[src/rtl/proto_stream_arbiter.sv]
// Round-robin frame arbiter: grants whole length-delimited protobuf frames,
// strips the varint length prefix and forwards tagged payload bytes downstream.
module proto_stream_arbiter #(
  parameter int NUM_REQ   = 4,
  parameter int LEN_BYTES = 4,
  parameter int MAX_LEN   = 4096,
  localparam int SW       = $clog2(NUM_REQ)
) (
  input  logic                 clk_i,
  input  logic                 reset_ni,
  input  logic [NUM_REQ*8-1:0] req_data_i,
  input  logic [NUM_REQ-1:0]   req_valid_i,
  output logic [NUM_REQ-1:0]   req_ready_o,
  output logic [7:0]           stream_data_o,
  output logic                 stream_valid_o,
  input  logic                 stream_ready_i,
  output logic                 stream_first_o,
  output logic                 stream_last_o,
  output logic [SW-1:0]        stream_src_o,
  output logic                 busy_o,
  output logic                 err_o
);

  localparam int ACC_W = 7 * LEN_BYTES;
  localparam int RW    = $clog2(MAX_LEN + 1);
  localparam int IW    = (LEN_BYTES > 1) ? $clog2(LEN_BYTES) : 1;
  localparam logic [ACC_W-1:0] MAX_L = ACC_W'(MAX_LEN);

  typedef enum logic [1:0] {ARB, LEN, PAYLOAD, HALT} state_t;

  state_t           state;
  logic [SW-1:0]    grant;
  logic [SW-1:0]    last_grant;
  logic [RW-1:0]    remaining;
  logic [ACC_W-1:0] len_acc;
  logic [IW-1:0]    len_idx;
  logic             first_pend;

  logic [7:0]       cur_byte;
  logic             cur_valid;
  logic             out_free;
  logic [ACC_W-1:0] len_next;
  logic             arb_hit;
  logic [SW-1:0]    arb_sel;

  assign cur_byte  = req_data_i[8*int'(grant) +: 8];
  assign cur_valid = req_valid_i[grant];
  assign out_free  = !stream_valid_o || stream_ready_i;
  assign len_next  = len_acc | (ACC_W'(cur_byte[6:0]) << (7 * int'(len_idx)));

  always_comb begin
    req_ready_o = '0;
    case (state)
      LEN:     req_ready_o[grant] = 1'b1;
      PAYLOAD: req_ready_o[grant] = out_free;
      default: req_ready_o = '0;
    endcase
  end

  // Search order starts one past the last frame owner and wraps.
  always_comb begin
    arb_hit = 1'b0;
    arb_sel = last_grant;
    for (int unsigned off = 1; off <= NUM_REQ; off++) begin
      if (!arb_hit && req_valid_i[SW'((32'(last_grant) + off) % NUM_REQ)]) begin
        arb_hit = 1'b1;
        arb_sel = SW'((32'(last_grant) + off) % NUM_REQ);
      end
    end
  end

  always_ff @(posedge clk_i or negedge reset_ni) begin
    if (!reset_ni) begin
      state          <= ARB;
      grant          <= '0;
      last_grant     <= SW'(NUM_REQ - 1);
      remaining      <= '0;
      len_acc        <= '0;
      len_idx        <= '0;
      first_pend     <= 1'b0;
      stream_data_o  <= '0;
      stream_valid_o <= 1'b0;
      stream_first_o <= 1'b0;
      stream_last_o  <= 1'b0;
      stream_src_o   <= '0;
      busy_o         <= 1'b0;
      err_o          <= 1'b0;
    end else begin
      if (stream_valid_o && stream_ready_i) begin
        stream_valid_o <= 1'b0;
        stream_first_o <= 1'b0;
        stream_last_o  <= 1'b0;
      end
      case (state)
        ARB: begin
          if (arb_hit) begin
            grant   <= arb_sel;
            len_acc <= '0;
            len_idx <= '0;
            busy_o  <= 1'b1;
            state   <= LEN;
          end
        end
        LEN: begin
          if (cur_valid) begin
            if (cur_byte[7]) begin
              if (len_idx == IW'(LEN_BYTES - 1)) begin
                err_o <= 1'b1;
                state <= HALT;
              end else begin
                len_acc <= len_next;
                len_idx <= len_idx + IW'(1);
              end
            end else if (len_next > MAX_L) begin
              err_o <= 1'b1;
              state <= HALT;
            end else if (len_next == '0) begin
              last_grant <= grant;
              busy_o     <= 1'b0;
              state      <= ARB;
            end else begin
              remaining  <= RW'(len_next);
              first_pend <= 1'b1;
              state      <= PAYLOAD;
            end
          end
        end
        PAYLOAD: begin
          // first_pend stands in for "remaining still equals the frame length".
          if (cur_valid && out_free) begin
            stream_data_o  <= cur_byte;
            stream_valid_o <= 1'b1;
            stream_first_o <= first_pend;
            stream_last_o  <= (remaining == RW'(1));
            stream_src_o   <= grant;
            remaining      <= remaining - RW'(1);
            first_pend     <= 1'b0;
            if (remaining == RW'(1)) begin
              last_grant <= grant;
              busy_o     <= 1'b0;
              state      <= ARB;
            end
          end
        end
        default: state <= HALT;
      endcase
    end
  end

endmodule

[config.mk]
export PLATFORM = sky130hd
export DESIGN_NAME = proto_stream_arbiter
export DESIGN_NICKNAME = d
export VERILOG_FILES = /design/src/rtl/proto_stream_arbiter.sv
export SDC_FILE = /design/constraint.sdc
export NUM_CORES = 1
export LEC_CHECK = 0
export CORE_MARGIN = 1
export CORE_UTILIZATION = 50
export CTS_CLUSTER_DIAMETER = 30
export DETAILED_ROUTE_END_ITERATION = 8
export DONT_BUFFER_PORTS = 1
export GPL_ROUTABILITY_DRIVEN = 1
export SYNTH_ARGS = -nofsm -noshare
export SYNTH_HDL_FRONTEND = slang
export SYNTH_SLANG_ARGS = --single-unit
[constraint.sdc]
create_clock -name clk_i -period 3.9 [get_ports clk_i]
set_input_delay 0.585 -clock clk_i [delete_from_list [all_inputs] [get_ports clk_i]]
set_output_delay 0.585 -clock clk_i [all_outputs]
set_load 0.02 [all_outputs]
-- Word-level counts from Yosys, hierarchy flattened
Cells that the tools add are included.
W data, S select, Z words.
- logic and storage cells: 152
- register bits: 65
- output and inout bits: 19
- input port bits: 39
- add/subtract/negate cells: 6
- shift operators: 2
- muxes and demuxes: 79
- reductions and logical operators: 25
- bitwise gates (word level): 2
- equal/unequal tests: 16
- multipliers: 1
- magnitude comparators: 7
- operators by type and width (kind ; count):
    $mux W28 ; 4
    $mux W13 ; 5
    $pmux W28 S2 ; 1
    $mux W2 ; 22
    $mux W1 ; 34
    $shiftx A32 B6 Y8 ; 1
    $gt A28 B13 Y1 const B ; 1
    $logic_not A28 Y1 ; 1
    $or A28 B28 Y28 ; 1
    $shl A7 B5 Y28 ; 1
    $pmux W13 S2 ; 1
    $ne A2 B2 Y1 const B ; 10
    $lt A2 B3 Y1 const B ; 5
    $eq A13 B1 Y1 const B ; 1
    $sub A13 B1 Y13 const B ; 1
    $bmux W1 S2 ; 5
    $reduce_and A5 Y1 ; 2
    $pmux W2 S2 ; 2
    $pmux W4 S2 ; 1
    $reduce_and A8 Y1 ; 1
    $reduce_and A7 Y1 ; 1
    $add A2 B1 Y2 const B ; 3
    $logic_and A1 B1 Y1 ; 6
    $pmux W2 S3 ; 1
    19 further kinds ; 27

-- Longest topological paths before layout
- depth in word-level cells: 15
- depth in mapped cells: 10
- mapped depth without buffers: 9

-- Worst setup path before layout
OpenSTA, ideal clock, no wires.
- path type: input -> register
- start point: input req_data_i[24]
- end point: register last_grant[0]
- library setup time: 85 ps
- arrival: 2482 ps
- data required time: 3815 ps
- path slack: 1333 ps
- stages on the path: 7
- path buffers: 0
- path through: mux4_2 > nor4_4 > a21o_2 > nand2_1 > o31a_1 > nor2_2 > mux2_1
- longest elaborated chain between the ends: 6
- elaborated cells between the ends (all ways): 8
- classes of those cells: order compare: 1; eq/ne: 2; shift: 2; bitwise: 1; reduce/logical: 2
- ends and longest elaborated chain (element ; line ; source):
    start: declaration ; 11 ; input logic [NUM_REQ*8-1:0] req_data_i,
    $shiftx A32 B6 Y8 * ; 46 ; assign cur_byte = req_data_i[8*int'(grant) +: 8];
    $shl A7 B5 Y28 * ; 49 ; assign len_next = len_acc | (ACC_W'(cur_byte[6:0]) << (7 * int'(len_idx)));
    $or A28 B28 Y28 * ; 49 ;
    $gt A28 B13 Y1 / $logic_not A28 Y1 (equally long branches) ; 114, 117 ;
    $ne A2 B2 Y1 (no source line) ; n/a ;
    $reduce_and A7 Y1 (no source line) * ; n/a ;
    end signal: assignment ; 76 ; last_grant <= SW'(NUM_REQ - 1);
    end signal: assignment ; 118 ; last_grant <= grant;
    end signal: assignment ; 139 ; last_grant <= grant;
    end: declaration ; 33 ; logic [SW-1:0] last_grant;
Mark *: on every way between the ends. The rest lies on a longest branch, timed or not.
A chain may end at the register's enable or synchronous reset.

-- Worst setup path in the final report
- start point: register grant[0]
- end point: register remaining[7]
- longest elaborated chain between the ends: 8
- elaborated cells between the ends (all ways): 19
- classes of those cells: order compare: 1; eq/ne: 5; shift: 2; mux: 7; bitwise: 1; reduce/logical: 3
- ends and longest elaborated chain (element ; line ; source):
    start: declaration ; 32 ; logic [SW-1:0] grant;
    start signal: assignment ; 97 ; grant <= arb_sel;
    parallel branches: the longest is 8 deep, another holds $gt A28 B13 Y1 ; n/a ;
    end signal: assignment ; 122 ; remaining <= RW'(len_next);
    end signal: assignment ; 136 ; remaining <= remaining - RW'(1);
    end: declaration ; 34 ; logic [RW-1:0] remaining;
Parallel ways; which one is timed is not known. The select of a mux whose other input is x is not followed.

==> out/metrics.cfg <==
[floorplanning]
row_count = 30
fp.dieArea_um2 = 7740
die_w_um = 88.0
die_h_um = 88.0
initial_core_util = 0.529
core-area_um2 = 6980
io_pins = 58

[clocking]
post_cts_buffers = 0
cts_sinks = 65
numCtsBuffers = 9
cts_tree = done
clockRootBuffer = clkbuf_8
cts_buffer_depth = 2
cts.clk_slew.worst_paths_ps = 70
ctsResizeCount = 0
clkLatencyLatePin_ps = 350
cts_hold_buf = 1
cts_max_level = 3

[timing]
max_slew_margin = 0.545
tightest_slew_ps = 683
hold_violations = 0
finalMaxSlewViolations = 0
fmax_ghz = 0.311
fin_crit_sh = 0.824
rsz0062_at_grt = no
period_minus_slack_ps = 3210
setup_viol = 0
finalClockSkew_ps = 10.2
fin_tns_setup_ps = 0

[route]
drcViolationCount = 0
first_pass_iters = 4
wirelength_mm = 8.58
avgViaCountPerCell = 6.08
wl_per_cell_um = 18.1
via_count = 2890
drtAntennaViolNets = 0
drt_iter0_markers = 156

[layout]
area_growth_pct = 8.43
layout-drive-gt1-share = 0.148
antenna_cells = 0
final_cell_mix = dfrtp_1 (63), nor2_1 (40), nand2_1 (39), a21oi_1 (32), nand3_1 (18)
finalNonFillerCells = 475
finalNetCount = 420
final_common_cell = dfrtp_1

[power_and_ir_drop]
irDropWorstVdd_mv = 0.479
leakagePower_nw = 1.84
p_per_area_nw_per_um2 = 979

[logic_synthesis]
synth_area_leader_cell = dfrtp_1
async_flop_share = 1.00
synth_seq_area_share = 0.441
synth_top_cell_area_share = 0.427
synth_flop_cell = dfrtp_1
synth_edf_count = 0
ys_ff_latch = 65
yosys_warnings = 0
synthCells = 379
synth_cell_types = 53
avgSynthCellArea_um2 = 9.75
yosys-top-cells-area = dfrtp_1 (43%), mux4_2 (5.5%), a21oi_1 (4.3%)
synth_nets = 425
syn_area_um2 = 3700

[critical_path]
required_ps = 4140
end_kind = flop
start_kind = flop
critical_path.cell_chain = mux4_2, a21oi_1, nor4_1, nand4_2, nand3_4, mux2i_1, a31o_2
cp_max_fo = 24
critPathKind = flop to flop
arrival_ps = 3450
max_stage_delay_ps = 790
cp_slowest_cell = dfrtp_1

[grt]
grt_pass1_wl_mm = 14.3
grt_max_degree = 64
antenna_found_initial = 0
track_usage = 0.248
grt-ovfl-total = 0
grt_pass1_vias = 2770

[placement]
dpl.cell_count = 458
gp_congestion = 0.848
portBuffers = 0
hpwl_mm = 5.91

[flow_run]
maxCapViolCount = 0

[run_status]
outcome = complete, no violations

[worst_hold_path]
hold_path_class = primary input to async pin

## final timing paths
| path | start | to | slack (ps) | cells past startpoint |
|---|---|---|---|---|
| max in group asynchronous | reset_ni | stream_data_o[3]$_DFFE_PN0P_ | 3520 | 1 |
| min in group clk_i | stream_ready_i | stream_first_o$_DFF_PN0_ | 400 | 2 |
| worst max-delay path | grant[0]$_DFFE_PN0P_ | remaining[7]$_DFFE_PN0P_ | 690 | 7 |
| worst max register to register | grant[0]$_DFFE_PN0P_ | remaining[7]$_DFFE_PN0P_ | 690 | 7 |
| worst min register to register | len_acc[12]$_DFFE_PN0P_ | len_acc[12]$_DFFE_PN0P_ | 490 | 2 |
| worst min-delay path | reset_ni | last_grant[0]$_DFFE_PN1P_ | 70 | 0 |
## metrics by stage
| step | util | setup slack, ps | hold slack [ps] | instance area, µm² | total power [mW] |
|---|---|---|---|---|---|
| 5_1_grt | 0.574 | 405 | 48.3 | 4010 | 4.24 |
| 3_3_place_gp | 0.535 | 770 | 291 | 3740 | 3.20 |
| 2_1_floorplan | - | 1330 | 289 | 3700 | 2.82 |
| 4_1_cts | 0.574 | 663 | 59.3 | 4010 | 3.95 |
| 6_report | 0.574 | 688 | 72.6 | 4010 | 3.92 |
| 3_5_place_dp | 0.535 | 679 | 291 | 3740 | 3.23 |
## synthesized netlist by cell type, types with 3 or more instances
| master | number |
|---|---|
| a21o_1 | 8 |
| a21oi_1 | 32 |
| a31oi_1 | 5 |
| a32oi_1 | 5 |
| and2_1 | 4 |
| and3_1 | 5 |
| buf_2 | 3 |
| buf_6 | 3 |
| clkbuf_1 | 13 |
| dfrtp_1 | 63 |
| ha_1 | 7 |
| inv_1 | 13 |
| mux2_2 | 12 |
| mux2i_1 | 12 |
| mux4_2 | 9 |
| nand2_1 | 39 |
| nand2b_1 | 5 |
| nand3_1 | 18 |
| nand3b_1 | 4 |
| nand4_1 | 7 |
| nor2_1 | 40 |
| nor3_1 | 11 |
| nor4_1 | 11 |
| o211ai_1 | 3 |
| o21ai_0 | 9 |
| o311ai_0 | 3 |
## worst max-delay path, delay by kind of cell, from the launching register on
family          cells  cell delay (ps)
simple gates        3              620
flops               1              790
compound gates      2              800
mux                 2              890
## cell type report
type                            instances  area, µm²
Clock buffer                            9        124
Timing Repair Buffer                    5       57.6
Tap cell                               96        120
Sequential cell                        65       1630
Fill cell                             645       2970
Multi-Input combinational cell        280       1910
Clock inverter                          7        119
Inverter                               13       48.8
## metal layers
layer	track usage	up-vias	routed length, µm
met4	0.0641	0	116
met3	0.0650	9	457
li1	-	1377	-
met2	0.381	77	4050
met5	0	-	0
met1	0.348	1427	3950
## kinds of logic after synthesis
family | after synthesis | synth area share
AND/OR/NAND/NOR | 159 | 0.221
AO/OA/AOI/OAI | 78 | 0.139
flip-flops | 65 | 0.441
multiplexers | 35 | 0.130
buffers and inverters | 34 | 0.0427
adder cells (fa/ha/maj) | 7 | 0.0237
XOR/XNOR | 1 | 0.00237
## report_power, final
part           internal [mW]  switching (mW)
logic                  0.741            1.10
clock network          0.424           0.270
registers              0.986           0.406
## sequential cells by signal (all words and copies together), names as in the netlist
name and cells:
stream_valid_o 1, remaining 13, busy_o 1, first_pend 1
stream_last_o 1, stream_data_o 8, err_o 1, len_idx 2
grant 2, stream_src_o 2, state 2, last_grant 2
len_acc 28, stream_first_o 1
(Power assumes the default switching activity.)
